## src/rtl/exec_pkg.sv

```systemverilog
// Shared types and constants for the execute/writeback stage.
package exec_pkg;

    localparam int DW = 8;

    typedef enum logic [2:0] {
        OP_ADD = 3'd0,
        OP_SUB = 3'd1,
        OP_AND = 3'd2,
        OP_OR  = 3'd3,
        OP_XOR = 3'd4,
        OP_SHL = 3'd5,
        OP_SHR = 3'd6,
        OP_MOV = 3'd7
    } op_t;

    typedef enum logic [1:0] {
        ST_IDLE  = 2'd0,
        ST_SHIFT = 2'd1,
        ST_WB    = 2'd2
    } state_t;

    // Shifts run serially in the stage; everything else goes through the ALU.
    function automatic logic is_shift_op(input op_t op);
        return (op == OP_SHL) || (op == OP_SHR);
    endfunction

endpackage

```

## src/rtl/exec_stage_alu_comb.sv

```systemverilog
// Single-cycle ALU for the non-shift opcodes; returns {carry, result}.
module alu_comb
    import exec_pkg::*;
(
    input  op_t           op,
    input  logic [DW-1:0] a,
    input  logic [DW-1:0] b,
    output logic [DW:0]   res
);

    logic [DW:0] sum;
    logic [DW:0] diff;

    assign sum  = {1'b0, a} + {1'b0, b};
    assign diff = {1'b0, a} - {1'b0, b};

    // Opcode select; SUB carry means "no borrow", i.e. a >= b.
    always_comb begin
        res = {1'b0, a};
        case (op)
            OP_ADD:  res = sum;
            OP_SUB:  res = {~diff[DW], diff[DW-1:0]};
            OP_AND:  res = {1'b0, a & b};
            OP_OR:   res = {1'b0, a | b};
            OP_XOR:  res = {1'b0, a ^ b};
            OP_MOV:  res = {1'b0, b};
            default: res = {1'b0, a};
        endcase
    end

endmodule

```

## src/rtl/exec_stage.sv

```systemverilog
// Execute/writeback stage: one-cycle ALU ops, serial shifts, one write
// strobe per accepted bundle, and architectural zero/carry flags.
//
//   state    | meaning
//   ---------+----------------------------------------------------------
//   ST_IDLE  | waiting for a bundle, in_ready=1, no write
//   ST_SHIFT | serial shift in progress, one bit per cycle, in_ready=0
//   ST_WB    | wr_en=1 for this cycle; may accept the next bundle
module exec_stage
    import exec_pkg::*;
#(
    parameter int pw = 4
)(
    input  logic          clk,
    input  logic          rst_n,
    input  logic          in_valid,
    output logic          in_ready,
    input  logic [2:0]    op,
    input  logic [DW-1:0] datA,
    input  logic [DW-1:0] datB,
    input  logic [pw:0]   dst_addr,
    output logic          wr_en,
    output logic [pw:0]   wr_addr,
    output logic [DW-1:0] dat_out,
    output logic          zero_flag,
    output logic          carry_flag
);

    state_t        state, state_n;
    logic [DW-1:0] acc;
    logic [2:0]    cnt;
    logic          sh_left;
    logic [pw:0]   dst_q;

    logic          accept;
    logic          shift_op;
    logic [2:0]    amt;
    logic [DW:0]   alu_res;
    logic [DW-1:0] acc_sh;
    logic          sh_out;

    logic          wb_load;
    logic          sh_load;
    logic [DW-1:0] res_n;
    logic          cy_n;
    logic [pw:0]   addr_n;

    alu_comb u_alu (
        .op  (op_t'(op)),
        .a   (datA),
        .b   (datB),
        .res (alu_res)
    );

    assign in_ready = (state == ST_IDLE) || (state == ST_WB);
    assign wr_en    = (state == ST_WB);
    assign accept   = in_valid && in_ready;
    assign shift_op = is_shift_op(op_t'(op));
    assign amt      = datB[2:0];

    assign acc_sh = sh_left ? {acc[DW-2:0], 1'b0} : {1'b0, acc[DW-1:1]};
    assign sh_out = sh_left ? acc[DW-1] : acc[0];

    // Next state and the value to be captured on entry to write-back.
    always_comb begin
        state_n = state;
        wb_load = 1'b0;
        sh_load = 1'b0;
        res_n   = alu_res[DW-1:0];
        cy_n    = alu_res[DW];
        addr_n  = dst_addr;
        case (state)
            ST_IDLE, ST_WB: begin
                if (accept) begin
                    if (shift_op && (amt != 3'd0)) begin
                        sh_load = 1'b1;
                        state_n = ST_SHIFT;
                    end else begin
                        wb_load = 1'b1;
                        state_n = ST_WB;
                        if (shift_op) begin
                            res_n = datA;
                            cy_n  = 1'b0;
                        end
                    end
                end else begin
                    state_n = ST_IDLE;
                end
            end
            ST_SHIFT: begin
                if (cnt == 3'd1) begin
                    wb_load = 1'b1;
                    state_n = ST_WB;
                    res_n   = acc_sh;
                    cy_n    = sh_out;
                    addr_n  = dst_q;
                end
            end
            default: state_n = ST_IDLE;
        endcase
    end

    // State register.
    always_ff @(posedge clk or negedge rst_n) begin
        if (!rst_n) begin
            state <= ST_IDLE;
        end else begin
            state <= state_n;
        end
    end

    // Shift accumulator and remaining-bit counter.
    always_ff @(posedge clk or negedge rst_n) begin
        if (!rst_n) begin
            acc     <= '0;
            cnt     <= '0;
            sh_left <= 1'b0;
            dst_q   <= '0;
        end else if (sh_load) begin
            acc     <= datA;
            cnt     <= amt;
            sh_left <= (op_t'(op) == OP_SHL);
            dst_q   <= dst_addr;
        end else if (state == ST_SHIFT) begin
            acc <= acc_sh;
            cnt <= cnt - 3'd1;
        end
    end

    // Write port and flags; captured on WB entry, held otherwise.
    always_ff @(posedge clk or negedge rst_n) begin
        if (!rst_n) begin
            dat_out    <= '0;
            wr_addr    <= '0;
            zero_flag  <= 1'b0;
            carry_flag <= 1'b0;
        end else if (wb_load) begin
            dat_out    <= res_n;
            wr_addr    <= addr_n;
            zero_flag  <= (res_n == '0);
            carry_flag <= cy_n;
        end
    end

endmodule

```

## config.mk

```make
export PLATFORM = sky130hd
export DESIGN_NAME = exec_stage
export DESIGN_NICKNAME = d
export VERILOG_FILES = /design/src/rtl/exec_pkg.sv /design/src/rtl/exec_stage_alu_comb.sv /design/src/rtl/exec_stage.sv
export SDC_FILE = /design/constraint.sdc
export NUM_CORES = 1
export LEC_CHECK = 0
export ABC_AREA = 1
export CAP_MARGIN = 25
export CORE_MARGIN = 4
export CORE_UTILIZATION = 45
export CTS_CLUSTER_SIZE = 30
export DETAILED_ROUTE_END_ITERATION = 10
export GPL_TIMING_DRIVEN = 0
export PLACE_DENSITY = 0.68
export SLEW_MARGIN = 20
export SYNTH_ARGS = -nofsm -noshare
export SYNTH_HDL_FRONTEND = slang
export SYNTH_HIERARCHICAL = 1
export SYNTH_SLANG_ARGS = --single-unit
export TNS_END_PERCENT = 1
```

## constraint.sdc

```tcl
create_clock -name clk -period 2.2 [get_ports clk]
set_input_delay 0.44 -clock clk [delete_from_list [all_inputs] [get_ports clk]]
set_output_delay 0.44 -clock clk [all_outputs]
set_load 0.005 [all_outputs]
```

==> implementation parameters <==
Parameter                              Value

Timing
  Final hold vios ... 0
  Count of pins over their slew limit ... 0
  Transition time at the pin with the least slew margin ... 469 ps
  Maximum frequency from static timing analysis ... 483 MHz
  Number of setup violations in the final report ... 0
  Time the final worst path needs with I/O delays and setup ... 2070 ps
  Worst clock skew on the final layout ... 3.90 ps
  Worst slew margin ... ~69%
  Total negative slack for setup checks ... 0 ps
  Final clock period utilization by the worst path ... 94.2%

Finish
  Number of non-filler instances in the completed layout ... 605
  Layout-stage area growth over the synthesis result ... 25.9%
  Antenna diode count ... 0
  Number of nets in the final layout ... 583
  Fraction of layout instances using a drive strength above 1 ... between 10% and 20%
  Final core utilization ... 59.7%

Worst setup path
  Path type of the worst setup path ... primary input to flip-flop
  Depth of the most critical reg-to-reg path ... 11
  Max FO, Critical Path ... 4
  Setup crit end kind ... flip-flop
  Series of cell instances along the critical path ... buf_2, inv_1, ha_2, fa_2, o21ai_1, nor3_1, o21ai_1, inv_1, nor2_1, nor2_2, nand2_1, nor2_1, nand2_1, nand2_1
  Arrival time of the worst setup path ... between 2000 and 2500 ps
  Worst EP required ... approximately 2400 ps
  Master of the slowest instance on the critical path ... fa_2
  Dominant cell type by count on the critical path ... nand2_1
  Element type at the critical path start ... primary input
  CP peak stage delay ... around 520 ps

Min path
  Number of instances on the worst hold path ... 3
  Tightest Hold Check Type ... primary input to flip-flop

Clock tree
  # clock sinks ... 34
  Clock slew at the register clock pins of the worst setup and hold paths ... approximately 70 ps
  Master cell of the clock root buffer ... clkbuf_8
  Num CTS Buffers ... 5
  CTS tree ... built
  Maximum count of clock buffers along a single path ... 2
  H-tree depth ... 2
  Clock insertion delay at the later pin of the skew report ... roughly 280 ps

Die
  Number of rows in the core area ... 29
  Horizontal die dimension ... 91.0 µm
  Area of the core region ... 6530 µm²
  Initial Utilization ... roughly 47%
  Chip Height ... 91.0 µm
  I/O pin count ... 44
  DIE AREA ... 8270 µm²

Pwr
  Net Sw Power ... roughly 1.1 mW
  Relative contribution of combinational cells to total power ... 45.9%
  Cell Int Power ... 1.80 mW
  Tot Pwr ... 2.90 mW
  Sw Ratio ... between 30% and 40%
  Power density relative to cell area ... 743 nW/µm²
  Maximum vdd drop ... 627 µV
  Part of the total power dissipated in sequential elements ... between 30% and 40%
  Total leakage power ... 2.01 nW
  Fraction of power consumed by the clock network ... 19.6%

Yosys
  Number of register bits inferred by synthesis ... 34
  Number of enable-type register cells in the synthesized netlist ... 0
  Most instantiated flip-flop cell in the synthesis netlist ... dfrtp_1
  Synthesized netlist net count ... 524
  Synth warn ... 6
  Post-synth ARST share ... 100%
  Cell taking the most area after synthesis ... dfrtp_1
  Most area-consuming cells after synthesis ... dfrtp_1 27%, nand2_1 17%, ha_1 11%, inv_1 7.9%, nor2_1 5.5%
  Proportion of netlist area held by the largest area contributor ... 27.5%
  Commonest cells in the netlist ... 143 x nand2_1, 65 x inv_1, 45 x nor2_1
  Cells after Synth ... 468
  Number of unique standard cell types used by synthesis ... 34
  Post-Syn Area ... 3100 µm²
  Mean post-synth cell area ... between 6 and 7 µm²
  Cell with the most instances after synthesis ... nand2_1
  Post-synthesis sequential area ratio ... 27.5%

Status
  Run status ... complete, no violations

Detailed routing
  WL/cell ... between 10 and 15 µm
  Number of nets with antenna violations after routing ... 0
  Drt first-iter violations ... 331
  First-pass DRT Iterations ... 5
  Detailed-route vias per instance ... 5.48
  Count of unresolved DRC violations after routing ... 0
  Post-detailed-routing wire length ... 8.84 mm
  Total via count in the routed design ... 3,315

Global route
  Largest net degree at the start of global routing ... 30
  Vias in the first global route ... 3,034
  Remaining global-route overflow ... 0
  Wire length of the first global-routing pass ... 14.4 mm
  Initial antenna violation count ... 0
  Total routing usage reported by global routing ... 21.0%

Placed design
  Port Buffer Count ... 43
  GP Congestion ... 0.958
  HPWL after DPL ... 6.71 mm
  Post-Place Cells ... slightly below 600

Run
  Maximum capacitance violations ... 0
## power by group through the flow
| stage | Clock [mW] | Sequential (mW) | Combinational, mW |
|---|---|---|---|
| global placement | 0 | 1.00 | 1.23 |
| detailed placement | 0 | 1.01 | 1.26 |
| global route | 0.595 | 1.03 | 1.49 |
| floorplan | 0 | 0.999 | 0.735 |
| CTS | 0.572 | 1.00 | 1.29 |
| finish | 0.569 | 1.00 | 1.33 |
## routing by layer
layer  track usage (%)  vias up  part of all wire (%)
li1                  -     1631                     -
met1              30.1     1530                    46
met2              33.6      142                    46
met3              3.72       12                   7.3
met4              3.89        0                  0.91
met5                 0        -                     0
## registers in the layout (all words and copies together) (netlist names)
signal / cells
sh_left: 1
dst_q: 5
state: 2
carry_flag: 1
dat_out: 8
zero_flag: 1
acc: 8
wr_addr: 5
cnt: 3
## critical path: cells and delay by family
family	cells	cell delay, ps
adder cells (fa/ha/maj)	2	710
buffers and inverters	3	260
AO/OA/AOI/OAI	2	180
AND/OR/NAND/NOR	7	680
## kinds of logic after synthesis
kind of cell	count (synthesis)	synth area share [%]
buffers and inverters	84	11.3
AND/OR/NAND/NOR	244	34.1
adder cells (fa/ha/maj)	29	12.2
flip-flops	34	27.5
AO/OA/AOI/OAI	77	14.9
## final cells by class
class	count	area, µm²
well taps	77	96.3
clock inverters	1	30.0
plain buffers	11	76.3
multi-input cells	350	2020
clock buffers	7	76.3
repair buffers	52	470
fillers	657	2630
flip-flops and latches	34	851
inverters	73	282
## repair_timing
| item | in CTS | in global routing |
|---|---|---|
| gates resized for setup | 40 | 44 |
| hold buffers | 1 | 0 |
| endpoints found under the hold margin | 5 | 0 |
| setup endpoints to repair | 14 | 34 |
| pin swaps | 6 | 14 |
| setup buffers | 2 | 5 |
## per-stage QoR
stage	worst slack (ps)	hold WS [ps]	area, µm²
after floorplan	170	144	3100
after global placement	-665	454	3620
after detailed placement	-704	291	3640
after CTS	-50.2	481	3840
after global routing	-23.1	493	3900
final	128	461	3900
## layout by cell type (no fill, tap or decap), drive strengths merged, types with 5 or more instances in the layout
cell type / Yosys / routed
inv: 73 / 73
o22ai: 10 / 10
nand4: 7 / 7
o221ai: 5 / 5
ha: 27 / 27
a21oi: 17 / 17
nand3: 33 / 33
buf: 9 / 21
a31oi: 6 / 6
nor2: 52 / 52
dlymetal6s2s: 0 / 5
nand2: 146 / 146
o21ai: 30 / 30
dfrtp: 34 / 34
clkdlybuf4s50: 0 / 24
o211ai: 6 / 6
clkbuf: 2 / 16
## worst paths after layout
check / slack, ps / endpoint / start
worst max register to register: 220 / zero_flag$_DFFE_PN0P_ / state[0]$_DFFE_PN0P_
worst max-delay path: 130 / zero_flag$_DFFE_PN0P_ / datA[0]
max in group asynchronous: 1280 / dst_q[3]$_DFFE_PN0P_ / rst_n
worst min-delay path: 460 / cnt[2]$_DFFE_PN0P_ / datB[2]
min in group asynchronous: 520 / dat_out[4]$_DFFE_PN0P_ / rst_n
worst min register to register: 480 / dst_q[3]$_DFFE_PN0P_ / dst_q[3]$_DFFE_PN0P_
Power figures use the tool's default switching activity.
